**src/rtl/tx_frame_scheduler_pkg.sv**
```systemverilog
`default_nettype none
// ============================================================================
// tx_frame_scheduler_pkg : shared constants, FSM encoding and snapshot type
// Rev 1.0 - initial release
// ============================================================================
package tx_frame_scheduler_pkg;

    localparam logic [7:0] c_HDR_SAMPLE_DEF = 8'hA5;
    localparam logic [7:0] c_HDR_ALARM_DEF  = 8'h5A;

    localparam int c_FRAME_LEN_TS   = 6;
    localparam int c_FRAME_LEN_BASE = 3;
`ifdef TX_TIMESTAMP_EN
    localparam int c_FRAME_LEN = c_FRAME_LEN_TS;
`else
    localparam int c_FRAME_LEN = c_FRAME_LEN_BASE;
`endif

    localparam int c_IDX_W = 3;
    localparam logic [c_IDX_W-1:0] c_LAST_IDX = c_IDX_W'(c_FRAME_LEN - 1);

    typedef enum logic [1:0] {
        ST_IDLE      = 2'd0,
        ST_START     = 2'd1,
        ST_WAIT_BUSY = 2'd2,
        ST_WAIT_DONE = 2'd3
    } state_t;

    typedef struct packed {
        logic [4:0] hours;
        logic [5:0] minutes;
        logic [5:0] seconds;
    } time_snap_t;

endpackage
`default_nettype wire

```
**src/rtl/tx_frame_scheduler_if.sv**
```systemverilog
`default_nettype none
// ============================================================================
// tx_frame_scheduler_if : byte handshake between the scheduler and a UART TX
// Rev 1.0 - initial release
// ============================================================================
interface tx_frame_scheduler_if;
    logic [7:0] tx_data;
    logic       tx_start;
    logic       tx_busy;

    modport master (output tx_data, output tx_start, input tx_busy);
    modport slave  (input tx_data, input tx_start, output tx_busy);
endinterface
`default_nettype wire

```
**src/rtl/tx_frame_scheduler_frame_byte_sel.sv**
```systemverilog
`default_nettype none
// ============================================================================
// frame_byte_sel : combinational byte mux and checksum for one frame
// Rev 1.0 - initial release (time bytes present when TX_TIMESTAMP_EN defined)
// ============================================================================
module frame_byte_sel
    import tx_frame_scheduler_pkg::*;
(
    input  wire [c_IDX_W-1:0] i_idx,
    input  wire [7:0]         i_header,
    input  wire [7:0]         i_temp,
    input  wire time_snap_t   i_snap,
    output logic [7:0]        o_byte,
    output logic [7:0]        o_checksum
);

`ifdef TX_TIMESTAMP_EN
    logic [7:0] w_hours;
    logic [7:0] w_minutes;
    logic [7:0] w_seconds;

    assign w_hours    = {3'b000, i_snap.hours};
    assign w_minutes  = {2'b00, i_snap.minutes};
    assign w_seconds  = {2'b00, i_snap.seconds};
    assign o_checksum = i_header ^ i_temp ^ w_hours ^ w_minutes ^ w_seconds;

    always_comb begin
        o_byte = o_checksum;
        case (i_idx)
            3'd0:    o_byte = i_header;
            3'd1:    o_byte = i_temp;
            3'd2:    o_byte = w_hours;
            3'd3:    o_byte = w_minutes;
            3'd4:    o_byte = w_seconds;
            default: o_byte = o_checksum;
        endcase
    end
`else
    logic w_unused_snap;
    assign w_unused_snap = ^i_snap;
    assign o_checksum    = i_header ^ i_temp;

    always_comb begin
        o_byte = o_checksum;
        case (i_idx)
            3'd0:    o_byte = i_header;
            3'd1:    o_byte = i_temp;
            default: o_byte = o_checksum;
        endcase
    end
`endif

endmodule
`default_nettype wire

```
**src/rtl/tx_frame_scheduler.sv**
```systemverilog
`default_nettype none
// ============================================================================
// tx_frame_scheduler : packs temperature/alarm samples into UART byte frames
// Rev 1.0 - initial release; TX_TIMESTAMP_EN adds hh:mm:ss bytes to frames
// ============================================================================
module tx_frame_scheduler
    import tx_frame_scheduler_pkg::*;
#(
    parameter logic [7:0] HDR_SAMPLE  = c_HDR_SAMPLE_DEF,
    parameter logic [7:0] HDR_ALARM   = c_HDR_ALARM_DEF,
    parameter int         ACK_TIMEOUT = 16
) (
    input  wire                   clk,
    input  wire                   reset,
    input  wire  [7:0]            temp,
    input  wire                   pulse,
    input  wire                   alarm,
    input  wire                   shutdown,
    input  wire  [5:0]            seconds,
    input  wire  [5:0]            minutes,
    input  wire  [4:0]            hours,
    tx_frame_scheduler_if.master  tx,
    output logic                  frame_active,
    output logic [7:0]            drop_count,
    output logic                  ack_error
);

    localparam logic [15:0] c_TIMEOUT_LAST = 16'(ACK_TIMEOUT - 1);

    state_t             r_state;
    logic [c_IDX_W-1:0] r_idx;
    logic [15:0]        r_cnt;
    logic               r_alarm_q;
    logic               r_samp_pend;
    logic               r_alarm_pend;
    logic [7:0]         r_samp_temp;
    logic [7:0]         r_alarm_temp;
    logic [7:0]         r_hdr;
    logic [7:0]         r_ftemp;
    logic               r_tx_start;
    logic [7:0]         r_tx_data;
    logic [7:0]         r_drop;
    logic               r_ack_err;

    logic               w_alarm_rise;
    logic               w_can_start;
    logic               w_start_alarm;
    logic               w_start_sample;
    logic [c_IDX_W-1:0] w_next_idx;
    logic [7:0]         w_byte;
    logic [7:0]         w_checksum;
    time_snap_t         w_snap;

    assign w_alarm_rise   = alarm & ~r_alarm_q;
    assign w_can_start    = (r_state == ST_IDLE) && !shutdown;
    assign w_start_alarm  = w_can_start && r_alarm_pend;
    assign w_start_sample = w_can_start && !r_alarm_pend && r_samp_pend;
    assign w_next_idx     = r_idx + 3'd1;

`ifdef TX_TIMESTAMP_EN
    time_snap_t r_snap;
    time_snap_t w_live_snap;
    assign w_live_snap = {hours, minutes, seconds};
    assign w_snap      = r_snap;

    // Time is frozen at frame start so a seconds rollover cannot tear a frame.
    always_ff @(posedge clk) begin
        if (reset) begin
            r_snap <= '0;
        end else if (w_start_alarm || w_start_sample) begin
            r_snap <= w_live_snap;
        end
    end
`else
    logic w_unused_time;
    assign w_unused_time = ^{hours, minutes, seconds};
    assign w_snap        = '0;
`endif

    frame_byte_sel u_byte_sel (
        .i_idx      (w_next_idx),
        .i_header   (r_hdr),
        .i_temp     (r_ftemp),
        .i_snap     (w_snap),
        .o_byte     (w_byte),
        .o_checksum (w_checksum)
    );

    // Request capture; a new pulse beats the clear of a frame that starts now.
    always_ff @(posedge clk) begin
        if (reset) begin
            r_alarm_q    <= 1'b0;
            r_alarm_pend <= 1'b0;
            r_samp_pend  <= 1'b0;
            r_alarm_temp <= 8'h00;
            r_samp_temp  <= 8'h00;
            r_drop       <= 8'h00;
        end else begin
            r_alarm_q <= alarm;
            if (w_alarm_rise) begin
                r_alarm_pend <= 1'b1;
                r_alarm_temp <= temp;
            end else if (w_start_alarm) begin
                r_alarm_pend <= 1'b0;
            end

            if (shutdown) begin
                r_samp_pend <= 1'b0;
            end else if (pulse) begin
                r_samp_pend <= 1'b1;
                r_samp_temp <= temp;
                if (r_samp_pend && !w_start_sample && (r_drop != 8'hFF)) begin
                    r_drop <= r_drop + 8'd1;
                end
            end else if (w_start_sample) begin
                r_samp_pend <= 1'b0;
            end
        end
    end

    always_ff @(posedge clk) begin
        if (reset) begin
            r_state    <= ST_IDLE;
            r_idx      <= '0;
            r_cnt      <= 16'd0;
            r_hdr      <= 8'h00;
            r_ftemp    <= 8'h00;
            r_tx_start <= 1'b0;
            r_tx_data  <= 8'h00;
            r_ack_err  <= 1'b0;
        end else begin
            r_tx_start <= 1'b0;
            case (r_state)
                ST_IDLE: begin
                    if (w_start_alarm || w_start_sample) begin
                        r_hdr      <= w_start_alarm ? HDR_ALARM : HDR_SAMPLE;
                        r_ftemp    <= w_start_alarm ? r_alarm_temp : r_samp_temp;
                        r_tx_data  <= w_start_alarm ? HDR_ALARM : HDR_SAMPLE;
                        r_idx      <= '0;
                        r_tx_start <= 1'b1;
                        r_state    <= ST_START;
                    end
                end
                ST_START: begin
                    r_cnt   <= 16'd0;
                    r_state <= ST_WAIT_BUSY;
                end
                ST_WAIT_BUSY: begin
                    if (tx.tx_busy) begin
                        r_state <= ST_WAIT_DONE;
                    end else if (r_cnt == c_TIMEOUT_LAST) begin
                        r_ack_err <= 1'b1;
                        r_state   <= ST_IDLE;
                    end else begin
                        r_cnt <= r_cnt + 16'd1;
                    end
                end
                ST_WAIT_DONE: begin
                    if (!tx.tx_busy) begin
                        if (r_idx == c_LAST_IDX) begin
                            r_state <= ST_IDLE;
                        end else begin
                            r_idx      <= w_next_idx;
                            r_tx_data  <= (w_next_idx == c_LAST_IDX) ? w_checksum : w_byte;
                            r_tx_start <= 1'b1;
                            r_state    <= ST_START;
                        end
                    end
                end
                default: r_state <= ST_IDLE;
            endcase
        end
    end

    assign tx.tx_start   = r_tx_start;
    assign tx.tx_data    = r_tx_data;
    assign frame_active  = (r_state != ST_IDLE);
    assign drop_count    = r_drop;
    assign ack_error     = r_ack_err;

endmodule
`default_nettype wire
```
**src/flat_wrapper.sv**
```systemverilog
// flat-port wrapper written by rule: the top's interface ports become plain ports
module tx_frame_scheduler_flat import tx_frame_scheduler_pkg::*;
#(
    parameter logic [7:0] HDR_SAMPLE  = c_HDR_SAMPLE_DEF,
    parameter logic [7:0] HDR_ALARM   = c_HDR_ALARM_DEF,
    parameter int         ACK_TIMEOUT = 16
)
  (clk, reset, temp, pulse, alarm, shutdown, seconds, minutes, hours, frame_active, drop_count, ack_error, tx_tx_data, tx_tx_start, tx_tx_busy);
  tx_frame_scheduler_if tx_i ();
  input  wire clk;
  input  wire reset;
  input  wire  [7:0] temp;
  input  wire pulse;
  input  wire alarm;
  input  wire shutdown;
  input  wire  [5:0] seconds;
  input  wire  [5:0] minutes;
  input  wire  [4:0] hours;
  output logic frame_active;
  output logic [7:0] drop_count;
  output logic ack_error;
  output wire logic [$bits(tx_i.tx_data)-1:0] tx_tx_data;
  output wire logic [$bits(tx_i.tx_start)-1:0] tx_tx_start;
  input wire logic [$bits(tx_i.tx_busy)-1:0] tx_tx_busy;
  assign tx_tx_data = tx_i.tx_data;
  assign tx_tx_start = tx_i.tx_start;
  assign tx_i.tx_busy = tx_tx_busy;
  tx_frame_scheduler #(.HDR_SAMPLE(HDR_SAMPLE), .HDR_ALARM(HDR_ALARM), .ACK_TIMEOUT(ACK_TIMEOUT)) u_core (.clk(clk), .reset(reset), .temp(temp), .pulse(pulse), .alarm(alarm), .shutdown(shutdown), .seconds(seconds), .minutes(minutes), .hours(hours), .tx(tx_i), .frame_active(frame_active), .drop_count(drop_count), .ack_error(ack_error));
endmodule
```
**config.mk**
```make
export PLATFORM = sky130hd
export DESIGN_NAME = tx_frame_scheduler_flat
export DESIGN_NICKNAME = d
export VERILOG_FILES = /design/src/rtl/tx_frame_scheduler_pkg.sv /design/src/rtl/tx_frame_scheduler_if.sv /design/src/rtl/tx_frame_scheduler_frame_byte_sel.sv /design/src/rtl/tx_frame_scheduler.sv /design/src/flat_wrapper.sv
export SDC_FILE = /design/constraint.sdc
export NUM_CORES = 1
export LEC_CHECK = 0
export ABC_AREA = 1
export BUFFER_PORTS_ARGS = -buffer_cell sky130_fd_sc_hd__buf_2
export CORE_MARGIN = 2
export CORE_UTILIZATION = 40
export DETAILED_ROUTE_END_ITERATION = 7
export HOLD_SLACK_MARGIN = 0.02
export SLEW_MARGIN = 20
export SYNTH_ARGS = -nofsm -noshare
export SYNTH_HDL_FRONTEND = slang
export SYNTH_SLANG_ARGS = --single-unit
```
**constraint.sdc**
```tcl
create_clock -name clk -period 5.6 [get_ports clk]
set_clock_uncertainty 0.15 [all_clocks]
set_input_delay 0.56 -clock clk [delete_from_list [all_inputs] [get_ports clk]]
set_output_delay 0.56 -clock clk [all_outputs]
set_load 0.005 [all_outputs]
```
# ---- Word-level counts from Yosys, hierarchy flattened
# Cells that the tools add are included.
dict set report classes {
  add_sub_neg 3
  eq_ne 14
  muxes 29
  bitwise 5
  n_reduce_logical 25
}
# cell n
set ops {}
lappend ops {{$mux 8} 6}
lappend ops {{$mux 16} 2}
lappend ops {{$pmux 16 s2} 1}
lappend ops {{$pmux 8 s2} 2}
lappend ops {{$add 16x1->16 const B} 1}
lappend ops {{$eq 16x4->1 const B} 1}
lappend ops {{$reduce_and 3->1} 4}
lappend ops {{$ne 2x2->1 const B} 5}
lappend ops {{$reduce_bool 2->1} 5}
lappend ops {{$mux 3} 3}
lappend ops {{$add 8x1->8 const B} 1}
lappend ops {{$mux 1} 8}
lappend ops {{$mux 2} 4}
lappend ops {{$ne 8x8->1 const B} 1}
lappend ops {{$pmux 2 s4} 1}
lappend ops {{$xor 8x8->8} 1}
lappend ops {{$eq 3x2->1 const B} 2}
lappend ops {{$logic_and 1x1->1} 6}
lappend ops {{$pmux 3 s2} 1}
lappend ops {{$eq 2x2->1 const B} 2}
lappend ops {{$reduce_and 2->1} 2}
lappend ops {{$reduce_and 4->1} 1}
lappend ops {{$add 3x1->3 const B} 1}
lappend ops {{$eq 3x1->1 const B} 1}
lappend ops {{10 further kinds} 14}
dict set report word_totals {
  regBits 74
  in_bits 31
}

# ---- Logic depth before layout (Yosys ltp)
# Gate-level depths: netlist of run 1.
dict set report depth {
  ltp_word 8
  mapped_depth 12
  depth_no_buf 12
}

# ---- Modules after synthesis
# Synthesis of run 1 repeated with hierarchy kept, for this count alone.
dict set report hier_totals {
  cells_unflattened 614
  hier_area_um2 3867.5
}
# mod instances cells_per_inst area_each_um2 seq_area_each_um2
set by_module_without_submodules {}
lappend by_module_without_submodules {tx_frame_scheduler 1 535 3492.1 1361.3}
lappend by_module_without_submodules {frame_byte_sel 1 79 375.4 0.0}

# ---- Worst setup path before layout of run 1
# No wires, ideal clock.
dict set report synth_timing {
  path_kind {reg-to-reg}
  start {register u_core.r_state[0]}
  end {register u_core.r_tx_data[2] (netlist: u_core.tx.tx_data[2])}
  arrival_time_ps 1505
  required_time_ps 5310
  path_slack_ps 3806
  stages_incl_launch_ff 11
  path_buffers 1
  synth_period_minus_slack_ps 1794
  path_cell_list {dfxtp_1 inv_1 ha_1 inv_2 nor2_8 o21ai_4 a21boi_4 nand2_4 buf_6 nand2_1 a21oi_1}
}
dict set report synth_via {
  elab_chain_cells 7
  elab_cells_between_ends 15
}
# element line_no
set synth_lines {}
lappend synth_lines {{start: declaration} tx_frame_scheduler.sv:30} ;# state_t r_state;
lappend synth_lines {{start signal: assignment} tx_frame_scheduler.sv:123} ;# r_state <= ST_IDLE;
lappend synth_lines {{start signal: assignment} tx_frame_scheduler.sv:141} ;# r_state <= ST_START;
lappend synth_lines {{start signal: assignment} tx_frame_scheduler.sv:146} ;# r_state <= ST_WAIT_BUSY;
lappend synth_lines {{$logic_not 2->1} {tx_frame_scheduler.sv:55, tx_frame_scheduler.sv:133}}
lappend synth_lines {{$logic_and 1x1->1} tx_frame_scheduler.sv:55} ;# assign w_can_start = (r_state == ST_IDLE) && !shutdown;
lappend synth_lines {{$logic_and 1x1->1 (2 in series)} tx_frame_scheduler.sv:57} ;# assign w_start_sample = w_can_start && !r_alarm_pend && r_samp_pend;
lappend synth_lines {{$logic_or 1x1->1} tx_frame_scheduler.sv:135} ;# if (w_start_alarm || w_start_sample) begin
lappend synth_lines {{$ne 2x2->1 (no line)} -}
lappend synth_lines {{$reduce_and 4->1 (no line)} -}
lappend synth_lines {{end signal: assignment} tx_frame_scheduler.sv:138} ;# r_tx_data <= w_start_alarm ? HDR_ALARM : HDR_SAMPLE;
lappend synth_lines {{end signal: assignment} tx_frame_scheduler.sv:164} ;# r_tx_data <= (w_next_idx == c_LAST_IDX) ? w_checksum : w_byte;
lappend synth_lines {{end: declaration} tx_frame_scheduler.sv:41} ;# logic [7:0] r_tx_data;
# Several ways; a longest one is shown, not always the timed one. The select of a mux whose other input is x is not followed.
# A chain may end at the register's enable or synchronous reset.

# ---- Worst setup path in the final report of run 1
dict set report layout_timing {
  start {register u_core.r_cnt[0]}
  end {register u_core.r_cnt[15]}
}
dict set report layout_via {
  elab_chain_cells 4
  elab_cells_between_ends 7
}
# element line_no
set layout_lines {}
lappend layout_lines {{start: declaration} tx_frame_scheduler.sv:32} ;# logic [15:0] r_cnt;
lappend layout_lines {{start signal: assignment} tx_frame_scheduler.sv:155} ;# r_cnt <= r_cnt + 16'd1;
lappend layout_lines {{$add 16x1->16} tx_frame_scheduler.sv:155}
lappend layout_lines {{$mux 16} tx_frame_scheduler.sv:151} ;# end else if (r_cnt == c_TIMEOUT_LAST) begin
lappend layout_lines {{$mux 16} tx_frame_scheduler.sv:149} ;# if (tx.tx_busy) begin
lappend layout_lines {{$pmux 16 s2} tx_frame_scheduler.sv:133} ;# case (r_state)
# Several ways; a longest one is shown, not always the timed one. The select of a mux whose other input is x is not followed.

==> results of run 1 <==
## flip-flops by register name (all words and copies together) (netlist names), 2 cells and up
signal,flops
u_core.r_idx,3
u_core.tx.tx_data,8
u_core.r_cnt,16
u_core.drop_count,8
u_core.r_hdr,2
u_core.r_state,2
u_core.r_samp_temp,8
u_core.r_alarm_temp,8
u_core.r_ftemp,8
## Yosys cell counts, types with 3 or more instances
cell type,count
sky130_fd_sc_hd__nand2_4,3
sky130_fd_sc_hd__a21oi_2,7
sky130_fd_sc_hd__nand4_1,8
sky130_fd_sc_hd__ha_1,12
sky130_fd_sc_hd__o21ai_1,4
sky130_fd_sc_hd__nand2_1,132
sky130_fd_sc_hd__nand3_1,40
sky130_fd_sc_hd__nand2_2,6
sky130_fd_sc_hd__dfxtp_1,68
sky130_fd_sc_hd__a21oi_1,29
sky130_fd_sc_hd__buf_2,3
sky130_fd_sc_hd__nor2_1,90
sky130_fd_sc_hd__inv_2,4
sky130_fd_sc_hd__clkbuf_1,9
sky130_fd_sc_hd__inv_1,32
sky130_fd_sc_hd__nor3_1,7
sky130_fd_sc_hd__a31oi_1,6
sky130_fd_sc_hd__xor2_1,11
sky130_fd_sc_hd__o21ai_0,25
## metal layers
layer | global-route usage | vias to the layer above
met5 | 0 | -
li1 | - | 1740
met4 | 0.0674 | 0
met3 | 0.0262 | 7
met1 | 0.248 | 1453
met2 | 0.262 | 65
## logic make-up after synthesis
family                     count (synthesis)  synth area share
AOI/OAI and AO/OA                         80             0.133
xor gates and xnor gates                  13            0.0318
adders and majority gates                 12            0.0419
buffers and inverters                     53            0.0612
DFF                                       68             0.380
and+or+nand+nor                          293             0.352
## power groups by stage
stage	logic (mW)	registers, mW	clock network [mW]
after global routing	0.503	0.578	0.503
after global placement	0.432	0.580	0
after CTS	0.444	0.571	0.480
after detailed placement	0.443	0.582	0
after floorplan	0.359	0.574	0
final	0.441	0.570	0.470
## critical path: cells and delay by family (launching register included)
| kind | cells | cell delay [ns] |
|---|---|---|
| buffers and inverters | 1 | 0.26 |
| AND/OR/NAND/NOR | 8 | 0.92 |
| adder cells (fa/ha/maj) | 1 | 0.25 |
| flip-flops | 1 | 0.45 |
## path summary, 6_finish.rpt
kind | slack (ns) | from | end
worst max-delay path | 3.43 | u_core.r_cnt[0]$_SDFFE_PP0P_ | u_core.r_cnt[15]$_SDFFE_PP0P_
worst min-delay path | 0.28 | alarm | u_core.r_alarm_q$_SDFF_PP0_
worst max register to register | 3.43 | u_core.r_cnt[0]$_SDFFE_PP0P_ | u_core.r_cnt[15]$_SDFFE_PP0P_
worst min register to register | 0.31 | u_core.tx.tx_data[2]$_SDFFE_PP0P_ | u_core.tx.tx_data[2]$_SDFFE_PP0P_
## per-stage QoR
stage	worst slack, ns	utilization
final	3.43	0.462
after global routing	3.26	0.462
after CTS	3.45	0.462
after detailed placement	3.18	0.435
after global placement	3.21	0.435
after floorplan	3.81	-
## area by class of cell
class	count	area, sq um
Multi-Input combinational cell	398	2000
Tap cell	108	135
Timing Repair Buffer	32	160
Inverter	37	140
Fill cell	895	4690
Clock inverter	6	95.1
Sequential cell	68	1360
Clock buffer	10	138
==> out/summary.md, run 1 <==
- **outcome** finished clean
- **number of global-route vias before repair** 3,012
- **share of power burned in the clock network** 0.317
- **number of antenna repair diodes** 0
- **clock root buffer master** sky130_fd_sc_hd__clkbuf_8
- **DR vias/cell** 4.95
- **overall power after layout** 1.48 mW
- **commonest non-fill, non-tap cell in the layout** sky130_fd_sc_hd__nand2_1
- **cell internal power dissipation** 0.935 mW
- **highest cell delay on the worst timing path** 0.45 ns
- **horizontal die dimension** 98.6 microns
- **Yosys reg bits** 68
- **DRC errors left** 0
- **net switching power** 0.547 mW
- **worst-skew pair later-pin latency** 0.35 ns
- **slew margin rel.** 0.462
- **wl on met1** 4110 microns
- **Max Fanout on Critical Path** 19
- **setup violators final** 0
- **wire length per cell after detailed routing** 12.0 microns
- **Arr. time, crit path** 2.23 ns
- **overall die height** 98.6 microns
- **Non-Filler Cell Area, Final** 0.00403 sq mm
- **fraction of layout cells with a size suffix above 1** 0.138
- **number of enable-type register cells in the synthesized netlist** 0
- **drt first pass iters** 4
- **number of buffers between clock root and the deepest sink** 2
- **fmax** 461 MHz
- **power per standard cell area** 368 mW/mm^2
- **Tightest Pin Transition** 0.806 ns
- **Worst Hold Path Cells** 3
- **core box area** 0.00872 sq mm
- **ordered cell list for the critical path** ha_1, nand3_1, nor2_1, nand2_1, nand2_4, nand2_4, inv_2, nor2_1, nor2_1, nor2_1
- **synthesized area divided by synthesized cell count** 6.90 sq um
- **kind of end point of the critical path** flip-flop
- **most common cell type on the critical path** sky130_fd_sc_hd__nor2_1
- **netlist area before placement** 0.00358 sq mm
- **Top FF cell, synth** sky130_fd_sc_hd__dfxtp_1
- **Comb power frac** 0.298
- **Final Wtd Congestion** 0.883
- **Final ANT Viol Nets** 0
- **Critical Path RT** 5.66 ns
- **number of clock buffers inserted by TritonCTS** 9
- **vias after detailed routing** 3,265
- **effective utilization at floorplan** 0.410
- **period utilisation layout** 0.387
- **row count** 34
- **Min Hold Slack** 0.275 ns
- **post-CTS sizing** 0
- **final std cells w/o fill** 659
- **FF-to-FF path depth** 10
- **RSZ-0062 raised after global routing** false
- **detailed route wirelength on metal2** 3280 microns
- **slowest cell on the critical path** sky130_fd_sc_hd__dfxtp_1
- **dominant cell type by area after synthesis** sky130_fd_sc_hd__dfxtp_1
- **met3 routed wirelength** 426 microns
- **global-route wire length before repair** 13,900 microns
- **post-synthesis sequential area ratio** 0.380
- **clock-pin transition on the worst setup and hold timing paths** 0.07 ns
- **maximum capacitance violations** 0
- **I/O pin count** 50
- **highest-count cells in the layout ignoring fill and taps** 132 x sky130_fd_sc_hd__nand2_1, 90 x sky130_fd_sc_hd__nor2_1, 68 x sky130_fd_sc_hd__dfxtp_1
- **area of the die** 0.00972 sq mm
- **summed negative setup slack over all endpoints** 0 ns
- **fraction of synthesized cell area taken by the top area cell type** 0.380
- **main area contributors after synthesis** sky130_fd_sc_hd__dfxtp_1 38%, sky130_fd_sc_hd__nand2_1 14%, sky130_fd_sc_hd__nor2_1 9.4%
- **top routing layer in use** met4
- **fraction of power consumed by sequential logic** 0.385
- **relative area change from synthesis to final layout** 12.5%
- **Post-Synthesis Net Count** 562
- **Detailed Route WL** 7920 microns
- **number of distinct library cell variants in the gate-level netlist after synthesis** 35
- **static leakage** 1.69 nW
- **nets** 589
- **Hold-fix buffers, CTS** 0
- **clock tree from TritonCTS** built
- **TritonCTS sink count** 68
- **Cell Area, Placed** 0.00380 sq mm
- **total half-perimeter wirelength after legalization and detailed placement** 5670 microns
- **Max rail drop VDD** 203 uV
- **switch share** 0.369
- **Hold Path Class** input port to flip-flop
- **total track usage** 0.173
- **Worst Setup Start Kind** flip-flop
- **placed cell count** 643
- **maximum number of pins on one net before global-route repair** 36
- **final worst path period need** 2.17 ns
- **depth of the CTS H-tree** 3
- **Slew Viols, Final** 0
- **initial antenna violation count** 0
- **cell count after synthesis** 519
- **number of post-CTS setup repair buffers** 0
- **total of warnings raised by yosys** 0
- **final hold violations** 0
- **total gr overflow** 0
- **Initial DRC Count** 179
- **Port Buf Inserts** 32
- **async set-or-reset flop fraction in the synthesized netlist** 0
- **category of the most critical setup path** flip-flop to flip-flop
(Power assumes the default switching activity.)
==> run 2, diff against run 1 <==
==> constraint.sdc (replaced) <==
create_clock -name clk -period 1.8 [get_ports clk]
set_clock_uncertainty 0.15 [all_clocks]
set_input_delay 0.18 -clock clk [delete_from_list [all_inputs] [get_ports clk]]
set_output_delay 0.18 -clock clk [all_outputs]
set_load 0.005 [all_outputs]
==> out/summary.md, run 2 (same netlist as run 1, synthesis figures left out) <==
- **Storage cell area** 0.00136 sq mm, +0.18%
- **Worst Hold Path Cells** 2, -1
- **Arr. time, crit path** 1.80 ns, -0.43 ns
- **final core utilization** 0.515, +0.0528
- **placed cell count** 674, +4.8%
- **flip-flop count of the largest register, all copies and words added** 16, unchanged
- **area of the die** 0.00972 sq mm, unchanged
- **commonest non-fill, non-tap cell in the layout** sky130_fd_sc_hd__nand2_1
- **fmax** 598 MHz, +30%
- **Max Fanout on Critical Path** 7, -12
- **row count** 34, unchanged
- **drt first pass iters** 4, unchanged
- **highest cell delay on the worst timing path** 0.34 ns, -0.11 ns
- **highest-count cells in the layout ignoring fill and taps** 130 x sky130_fd_sc_hd__nand2_1, 87 x sky130_fd_sc_hd__nor2_1, 66 x sky130_fd_sc_hd__dfxtp_1
- **wire length per cell after detailed routing** 11.6 microns, -3.6%
- **power per standard cell area** 1100 mW/mm^2, +200%
- **number of global-route vias before repair** 3,193, +6.0%
- **clock-pin transition on the worst setup and hold timing paths** 0.07 ns, about the same
- **initial antenna violation count** 0, unchanged
- **Max rail drop VDD** 603 uV, +200%
- **final worst path period need** 1.67 ns, -0.495 ns
- **fillcell total** 890, -0.56%
- **worst min-delay path startpoint** reset
- **setup violators final** 0, unchanged
- **FF-to-FF path depth** 10, unchanged
- **Hold Path Class** input port to flip-flop
- **overall power after layout** 4.94 mW, +230%
- **Slew Viols, Final** 0, unchanged
- **DRC errors left** 0, unchanged
- **TritonCTS sink count** 68, unchanged
- **number of buffers between clock root and the deepest sink** 2, unchanged
- **cell internal power dissipation** 3.12 mW, +230%
- **number of antenna repair diodes** 0, unchanged
- **Detailed Route WL** 8190 microns, +3.5%
- **Hold Crit Endpoint** u_core.tx.tx_data[3]$_SDFFE_PP0P_
- **Reg with most FFs** u_core.r_cnt
- **PnR worst setup slack** 0.126 ns, -3.30 ns
- **Final Wtd Congestion** 0.844, -4.5%
- **beginning of the worst register-to-register path** u_core.r_state[1]$_SDFFE_PP0P_
- **Critical Path RT** 1.93 ns, -3.73 ns
- **total half-perimeter wirelength after legalization and detailed placement** 6130 microns, +8.1%
- **horizontal die dimension** 98.6 microns, unchanged
- **category of the most critical setup path** flip-flop to flip-flop
- **Initial DRC Count** 91, -49%
- **final std cells w/o fill** 707, +7.3%
- **slowest cell on the critical path** sky130_fd_sc_hd__dfxtp_2
- **share of power burned in the clock network** 0.254, -0.063
- **effective utilization at floorplan** 0.410, unchanged
- **static leakage** 1.89 nW, +12%
- **maximum capacitance violations** 0, unchanged
- **clock tree from TritonCTS** built
- **multi-input gate area in the final layout** 0.00209 sq mm, +4.4%
- **DR vias/cell** 4.85, -2.2%
- **I/O pin count** 50, unchanged
- **total gr overflow** 0, unchanged
- **Final ANT Viol Nets** 0, unchanged
- **number of clock buffers inserted by TritonCTS** 9, unchanged
- **total track usage** 0.175, +0.00246
- **fraction of layout cells with a size suffix above 1** 0.219, +0.0808
- **overall die height** 98.6 microns, unchanged
- **worst flop-to-flop path endpoint** u_core.tx.tx_data[6]$_SDFFE_PP0P_
- **outcome** finished clean
- **ordered cell list for the critical path** inv_2, ha_4, inv_4, nor2_8, o21ai_4, a21boi_4, nand2_4, nor2_4, nand2_1, a21oi_1
- **kind of end point of the critical path** flip-flop
- **fraction of power consumed by sequential logic** 0.358, -0.027
- **clock root buffer master** sky130_fd_sc_hd__clkbuf_8
- **depth of the CTS H-tree** 3, unchanged
- **final hold violations** 0, unchanged
- **Comb power frac** 0.388, +0.090
- **core box area** 0.00872 sq mm, unchanged
- **nets** 637, +8.1%
- **Worst Setup Start Kind** flip-flop
- **post-place setup slack** -0.0308 ns, -3.21 ns
- **maximum number of pins on one net before global-route repair** 24, -33%
- **Tightest Pin Transition** 0.314 ns, -0.493 ns
- **slew margin rel.** 0.791, +0.329
- **worst-case register-to-register setup slack** 0.13 ns, -3.30 ns
- **net switching power** 1.82 mW, +230%
- **vias after detailed routing** 3,426, +4.9%
- **period utilisation layout** 0.930, +0.543
- **switch share** 0.369, about the same
- **Port Buf Inserts** 32, unchanged
- **global-route wire length before repair** 14,100 microns, +1.3%
- **worst-skew pair later-pin latency** 0.35 ns, about the same
- **relative area change from synthesis to final layout** 25.4%
[run 2: area by class of cell]
type	count	share of cell area
multi-input cells	399	0.465
repair buffers	79	0.124
well taps	108	0.0301
flip-flops and latches	68	0.304
inverters	37	0.0326
clock buffers	9	0.0276
clock inverters	7	0.0170
[run 2: how the worst max path moves through the flow]
| stage | from | endpoint | slack [ns] | depth (start not counted) |
|---|---|---|---|---|
| floorplan | u_core.r_state[0]$_SDFFE_PP0P_ | u_core.tx.tx_data[2]$_SDFFE_PP0P_ | 0.006 | 10 |
| global placement | u_core.r_idx[0]$_SDFFE_PP0P_ | u_core.tx.tx_data[7]$_SDFFE_PP0P_ | 0.009 | 10 |
| detailed placement | u_core.r_cnt[1]$_SDFFE_PP0P_ | u_core.r_cnt[15]$_SDFFE_PP0P_ | -0.03 | 10 |
| CTS | u_core.r_idx[0]$_SDFFE_PP0P_ | u_core.tx.tx_data[6]$_SDFFE_PP0P_ | 0.01 | 9 |
| global route | u_core.r_idx[1]$_SDFFE_PP0P_ | u_core.tx.tx_data[3]$_SDFFE_PP0P_ | -0.006 | 9 |
| finish | u_core.r_state[1]$_SDFFE_PP0P_ | u_core.tx.tx_data[6]$_SDFFE_PP0P_ | 0.13 | 10 |
[run 2: timing repair]
item / CTS / global route
hold endpoints to repair: 18 / 0
setup buffers: 0 / 5
endpoints found under the setup margin: 11 / 43
hold buffers: 11 / 0
gates resized for setup: 2 / 26
pin swaps: 0 / 4
gates cloned: 0 / 1
[run 2: power groups by stage]
stage / registers (mW) / clock network (mW) / logic (mW)
CTS: 1.77 / 1.30 / 1.64
finish: 1.77 / 1.26 / 1.91
global route: 1.79 / 1.36 / 2.12
global placement: 1.79 / 0 / 1.58
floorplan: 1.79 / 0 / 1.12
detailed placement: 1.80 / 0 / 1.60
[run 2: routing by layer]
metal / wire length, microns / GRT usage / share of wire
met1: 4140 / 0.229 / 0.50
met2: 3670 / 0.288 / 0.45
met3: 314 / 0.0496 / 0.038
met4: 76 / 0.0443 / 0.0093
met5: 0 / 0 / 0
[run 2: worst max-delay path, delay by kind of cell, from the launching register on]
kind / cells / cell delay, ns
AOI/OAI and AO/OA: 3 / 0.39
adders and majority gates: 1 / 0.14
and+or+nand+nor: 4 / 0.47
DFF: 1 / 0.34
buffers and inverters: 2 / 0.13
[run 2: through the flow]
stage / instance area (sq um) / hold WS, ns / setup TNS [ns]
detailed placement: 4040 / 0.262 / -0.142
global placement: 4040 / 0.246 / 0
CTS: 4360 / 0.0383 / 0
finish: 4490 / 0.0565 / 0
global route: 4490 / 0.0401 / -0.00714
floorplan: 3580 / 0.108 / 0
